### src/rtl/spi_cmd_pkg.sv
// spi_cmd_pkg: command codes and helpers shared by the SPI command encoder and decoder.
package spi_cmd_pkg;
   typedef enum logic [2:0] {
      CMD_GETROLLANGULAR  = 3'b000,
      CMD_GETPITCHANGULAR = 3'b001,
      CMD_GETYAWANGULAR   = 3'b010,
      CMD_GETPITCHLINEAR  = 3'b011,
      CMD_GETROLLLINEAR   = 3'b100,
      CMD_GETYAWLINEAR    = 3'b101
   } cmd_e;
   localparam int BYTE_COUNT = 3;
   function automatic logic is_angular(input logic [2:0] c);
      return c <= CMD_GETYAWANGULAR;
   endfunction
   function automatic logic is_reserved(input logic [2:0] c);
      return c > CMD_GETYAWLINEAR;
   endfunction
endpackage

### src/rtl/spi_decoder.sv
// spi_decoder: drops the dummy byte, assembles a 16-bit little-endian reading, presents it on valid/ack.
// Optional inter-byte timeout compiled in with SPI_DECODER_TIMEOUT_EN.
module spi_decoder
   import spi_cmd_pkg::*;
#(
   parameter int TIMEOUT_CYCLES = 1024
) (
   input  logic        clk,
   input  logic        rst,
   input  logic        start,
   input  logic [2:0]  command,
   input  logic        rx_dv,
   input  logic [7:0]  rx_byte,
   input  logic        data_ack,
   output logic [15:0] data,
   output logic [2:0]  data_cmd,
   output logic        data_angular,
   output logic        data_valid,
   output logic [1:0]  rx_count,
   output logic        busy,
   output logic        error
);
   localparam logic [2:0] S_IDLE  = 3'd0;
   localparam logic [2:0] S_DUMMY = 3'd1;
   localparam logic [2:0] S_LO    = 3'd2;
   localparam logic [2:0] S_HI    = 3'd3;
   localparam logic [2:0] S_HOLD  = 3'd4;
   logic [2:0]  state_q, state_d;
   logic [2:0]  cmd_q, cmd_d;
   logic [7:0]  lo_q, lo_d;
   logic [15:0] data_q, data_d;
   logic [2:0]  data_cmd_q, data_cmd_d;
   logic        ang_q, ang_d;
   logic        valid_q, valid_d;
   logic [1:0]  cnt_q, cnt_d;
   logic        err_q, err_d;
   logic        timeout;
`ifdef SPI_DECODER_TIMEOUT_EN
   localparam int TW = $clog2(TIMEOUT_CYCLES + 1);
   logic [TW-1:0] tmo_q, tmo_d;
   logic          waiting;
   // The counter restarts on every byte, so the limit applies per gap, not per transfer.
   assign waiting = state_q == S_DUMMY || state_q == S_LO || state_q == S_HI;
   assign timeout = waiting && !rx_dv && tmo_q == TW'(TIMEOUT_CYCLES - 1);
   assign tmo_d   = (!waiting || rx_dv || timeout) ? '0 : tmo_q + 1'b1;
   always_ff @(posedge clk)
      if (rst) tmo_q <= '0;
      else tmo_q <= tmo_d;
`else
   logic unused_timeout;
   assign unused_timeout = |TIMEOUT_CYCLES;
   assign timeout = 1'b0;
`endif
   always_comb begin
      state_d    = state_q;
      cmd_d      = cmd_q;
      lo_d       = lo_q;
      data_d     = data_q;
      data_cmd_d = data_cmd_q;
      ang_d      = ang_q;
      valid_d    = valid_q;
      cnt_d      = cnt_q;
      err_d      = 1'b0;
      case (state_q)
         S_IDLE:
            if (start && is_reserved(command)) err_d = 1'b1;
            else if (start) begin
               cmd_d   = command;
               cnt_d   = 2'd0;
               state_d = S_DUMMY;
            end
         S_DUMMY:
            if (rx_dv) begin
               cnt_d   = 2'd1;
               state_d = S_LO;
            end
         S_LO:
            if (rx_dv) begin
               lo_d    = rx_byte;
               cnt_d   = 2'd2;
               state_d = S_HI;
            end
         S_HI:
            if (rx_dv) begin
               data_d     = {rx_byte, lo_q};
               data_cmd_d = cmd_q;
               ang_d      = is_angular(cmd_q);
               valid_d    = 1'b1;
               cnt_d      = 2'(BYTE_COUNT);
               state_d    = S_HOLD;
            end
         S_HOLD:
            if (data_ack) begin
               valid_d = 1'b0;
               state_d = S_IDLE;
            end
         default: state_d = S_IDLE;
      endcase
      if (timeout) begin
         state_d = S_IDLE;
         cnt_d   = 2'd0;
         err_d   = 1'b1;
      end
   end
   always_ff @(posedge clk)
      if (rst) begin
         state_q    <= S_IDLE;
         cmd_q      <= '0;
         lo_q       <= '0;
         data_q     <= '0;
         data_cmd_q <= '0;
         ang_q      <= 1'b0;
         valid_q    <= 1'b0;
         cnt_q      <= '0;
         err_q      <= 1'b0;
      end else begin
         state_q    <= state_d;
         cmd_q      <= cmd_d;
         lo_q       <= lo_d;
         data_q     <= data_d;
         data_cmd_q <= data_cmd_d;
         ang_q      <= ang_d;
         valid_q    <= valid_d;
         cnt_q      <= cnt_d;
         err_q      <= err_d;
      end
   assign data         = data_q;
   assign data_cmd     = data_cmd_q;
   assign data_angular = ang_q;
   assign data_valid   = valid_q;
   assign rx_count     = cnt_q;
   assign busy         = state_q != S_IDLE;
   assign error        = err_q;
endmodule
### config.mk
export PLATFORM = sky130hd
export DESIGN_NAME = spi_decoder
export DESIGN_NICKNAME = d
export VERILOG_FILES = /design/src/rtl/spi_cmd_pkg.sv /design/src/rtl/spi_decoder.sv
export SDC_FILE = /design/constraint.sdc
export NUM_CORES = 1
export LEC_CHECK = 0
export CORE_UTILIZATION = 44
export CTS_BUF_LIST = sky130_fd_sc_hd__clkbuf_2 sky130_fd_sc_hd__clkbuf_4 sky130_fd_sc_hd__clkbuf_8
export DETAILED_ROUTE_END_ITERATION = 6
export PLACE_DENSITY = 0.81
export RECOVER_POWER = 100
export SYNTH_ARGS = -nofsm -noshare
export SYNTH_HDL_FRONTEND = slang
export SYNTH_SLANG_ARGS = --single-unit
### constraint.sdc
create_clock -name clk -period 4.2 [get_ports clk]
set_clock_uncertainty 0.2 [all_clocks]
set_input_delay 0.84 -clock clk [delete_from_list [all_inputs] [get_ports clk]]
set_output_delay 0.84 -clock clk [all_outputs]
set_load 0.03 [all_outputs]
== Word level (Yosys, flattened, before mapping) ==
Cells that the tools add are included.
Storage, ports and cells
  register bits: 38
  bits in latches: 0
  memory bits (read-only): 0
  input port bits: 16
  word-level logic and storage cells: 52
  memories kept: 0
  bits in writable memories: 0
  output and inout port bits: 25
Operators by class
  multiplexer cells: 17
  divide/modulo/power cells: 0
  magnitude comparators: 2
  $add $sub $neg: 0
  eq/ne operators: 10
  reductions and logical operators: 12
  multipliers: 0
  shift operators: 0
  bitwise operators: 2
Operator list (count)
  3-bit 2-to-1 mux: 6
  3-bit case mux with 5 select lines: 1
  2-bit != test (second input constant): 6
  6-bit AND reduction: 2
  2-bit 2-to-1 mux: 5
  2-bit case mux with 4 select lines: 1
  3-bit by 2-bit == test with 1-bit output (second input constant): 2
  3-bit AND reduction: 2
  2-bit AND reduction: 2
  4-bit nonzero test: 1
  3-bit by 1-bit == test with 1-bit output (second input constant): 1
  3-bit == test (second input constant): 1
  3-bit greater-than comparator (second input constant): 1
  3-bit by 2-bit less-or-equal comparator with 1-bit output (second input constant): 1
  3-bit logical NOT: 1
  1-bit 2-to-1 mux: 3
  3-bit nonzero test: 1
  1-bit NOT: 2
  1-bit case mux with 2 select lines: 1
  2-bit nonzero test: 1
  2-bit OR reduction: 1
  1-bit logical AND: 1

== Longest topological paths before layout ==
  word-level depth: 4
  mapped depth: 5
  mapped depth without buffers: 3

== Worst setup path before layout ==
Ideal clock, no wire load.
  path kind: register to output
  from: register state_q[2]
  to: output busy
  slack: 2213 ps
  buffers on the path: 1
  arrival time: 947 ps
  cell stages (with the launch flop): 3
  required time: 3160 ps
  cells stage by stage: dfxtp_1 buf_2 or3_1
On the way
  longest elaborated chain between the ends: 1
Ends and longest elaborated chain
  from (decl): RTL line spi_decoder.sv:28  | logic [2:0] state_q, state_d;
  from (signal assigned): RTL line spi_decoder.sv:117  | state_q <= state_d;
  3-bit nonzero test: RTL line spi_decoder.sv:132  | assign busy = state_q != S_IDLE;
  to (decl): RTL line spi_decoder.sv:20  | output logic busy,
No other way between the ends.

== Worst setup path in the final report ==
Ends and elaborated chain as after synthesis.

==> out/summary.txt <==
Slew @ Worst Pin: 0.881 ns
Tcrit/Tclk final: 0.680
Post-Route WL: 2.97 mm
met2 Usage GRT: 0.326
GR peak layer: met2
Pins Over Slew Limit: 0
status: complete, no violations
Final min period: 2.86 ns
syn_nets: 179
Mapped Area: 1430 µm²
worst hold path class: reg -> reg
Slew headroom: 0.410
# diodes: 0
WL per Instance: 12.2 µm
register area share after synthesis: 0.532
number of synthesized register bits: 38
Crit Path Max Fanout: 12
Rows: 20
slowest stage delay, CP: 0.69 ns
unrepaired setup endpoints after global routing: no
Die H: 59.0 µm
DR vias/cell: 5.02
Critical Path RT: 3.16 ns
CTS sink count: 38
CP cell instances: or3_1, dlygate4sd3_1
crit path kind: reg -> out
fillers: 280
Hold Vio Cnt, Final: 0
Initial Utilization: 0.465
CTS tree: yes
gr ovfl total: 0
Fin Hold WS: 0.264 ns
Nets: 214
DIE WIDTH: 59.0 µm
most frequent cells in the layout: nand2_1, dfxtp_1, dlygate4sd3_1
vias in the first global route: 1207
placed inst area: 1830 µm²
Worst Slack Setup Final: 1.34 ns
grt met3 use: 0.0480
ys async rst share: 0
Residual DRC: 0
final setup violation count: 0
grt met1 use: 0.226
EDFF count, synth: 0
leading cell type in the layout, fill and taps excluded: nand2_1
startpoint types: flip-flop
DIE AREA: 3480 µm²
maximum number of pins on one net before global-route repair: 22
htree depth: 2
syn_area_per_cell: 8.77 µm²
worst setup path startpoint: state_q[2]
pwr dens: 343 nW/µm²
Syn-to-layout area delta: 31.8%
Max VDD drop: 0.240 mV
area of the multi-input gates: 593 µm²
Root Driver: clkbuf_4
Inserted Clock Buffers: 5
worst slack, placed: 1.28 ns
number of max-cap violations: 0
Critical Path AT: 1.82 ns
final core utilization: 0.612
Yosys Warn Count: 0
number of detailed-route iterations in the first pass: 4
Yosys cell types: 28
post-CTS sizing: 0
Setup TNS Final: 0 ns
Clk pin slew, worst setup/hold paths: 0.12 ns
CTS Buffer Depth: 2
num ports: 41
share of cells above drive strength 1: 0.0503
Finished Cell Area: 1880 µm²
Top FF cell, synth: dfxtp_1
initial antenna violation count: 0
port bufs: 40
synthesized instance count: 163
DP HPWL: 2.09 mm
worst hold start: data[2]
Detailed Route Iter0 Violations: 17
Setup crit end kind: output port
core area: 3080 µm²
Post-CTS Setup Inserts: 0
gr usage total: 0.194
clk_lat worst skew: 0.33 ns
worst r2r src: state_q[1]
Register Area: 761 µm²
hold buffer count at CTS: 0
Achievable Freq: 0.350 GHz
leakage power: 0.720 nW
Routed Antenna Nets: 0
first-pass GRT wire length: 5.00 mm
Slowest-stage cell, CP: dlygate4sd3_1
Vias: 1220
Final GP Congestion: 0.771
-- sequential cells by signal, indices dropped and copies added, names as in the netlist --
name          cells
cmd_q             3
data             16
data_angular      1
data_cmd          3
data_valid        1
error             1
lo_q              8
rx_count          2
state_q           3
-- routing by layer --
| metal | wire (µm) | vias up | part of all wire |
|---|---|---|---|
| met3 | 118 | 6 | 0.040 |
| met2 | 1450 | 30 | 0.49 |
| met4 | 51 | 0 | 0.017 |
| met1 | 1350 | 563 | 0.45 |
| li1 | - | 621 | - |
| met5 | 0 | - | 0 |
-- cells by family (layout without fill, tap and decap cells) --
logic type | Yosys count | in the layout | synth area share
compound gates | 32 | 32 | 0.134
mux | 9 | 9 | 0.0630
flops | 38 | 38 | 0.532
xor+xnor | 1 | 1 | 0.00613
simple gates | 68 | 68 | 0.217
buf+inv | 15 | 51 | 0.0481
-- synthesized netlist by cell type, types with 2 or more instances --
cell      count  area share
inv_1         2      0.0053
nor3_1        2      0.0070
nand3b_1      2       0.010
o221a_2       2       0.016
nand2_1      43        0.11
nor2_1       12       0.031
a21oi_1      24       0.084
buf_2         7       0.024
clkbuf_1      5       0.013
mux2i_1       9       0.063
dfxtp_1      38        0.53
-- worst max-delay path, delay by kind of cell, from the launching register on --
family	cells	cell delay [ns]
AND/OR/NAND/NOR	1	0.39
buffers and inverters	1	0.69
flip-flops	1	0.41
-- stage by stage --
stage                     instances  power, mW
after floorplan                 163      0.428
after global placement          235      0.455
after detailed placement        235      0.458
after CTS                       243      0.655
after global routing            243      0.675
final                           243      0.646
-- final cells by class --
class / count / area share
Clock buffer: 6 / 0.0272
Clock inverter: 2 / 0.00664
Inverter: 2 / 0.00398
Multi-Input combinational cell: 110 / 0.315
Sequential cell: 38 / 0.404
Tap cell: 44 / 0.0292
Timing Repair Buffer: 41 / 0.214
-- power by group --
group / internal (mW) / switching, mW / total [mW] / leakage (nW)
clock network: 0.0805 / 0.120 / 0.200 / 0.0343
logic: 0.0318 / 0.0352 / 0.0669 / 0.378
registers: 0.369 / 0.00954 / 0.379 / 0.307
-- path summary, 6_finish.rpt --
check	depth (start not counted)	slack (ns)	end
max	2	1.34	busy
min	2	0.26	data[2]
max reg2reg	3	2.17	data[12]
min reg2reg	2	0.26	data[2]
(Power assumes the default switching activity.)
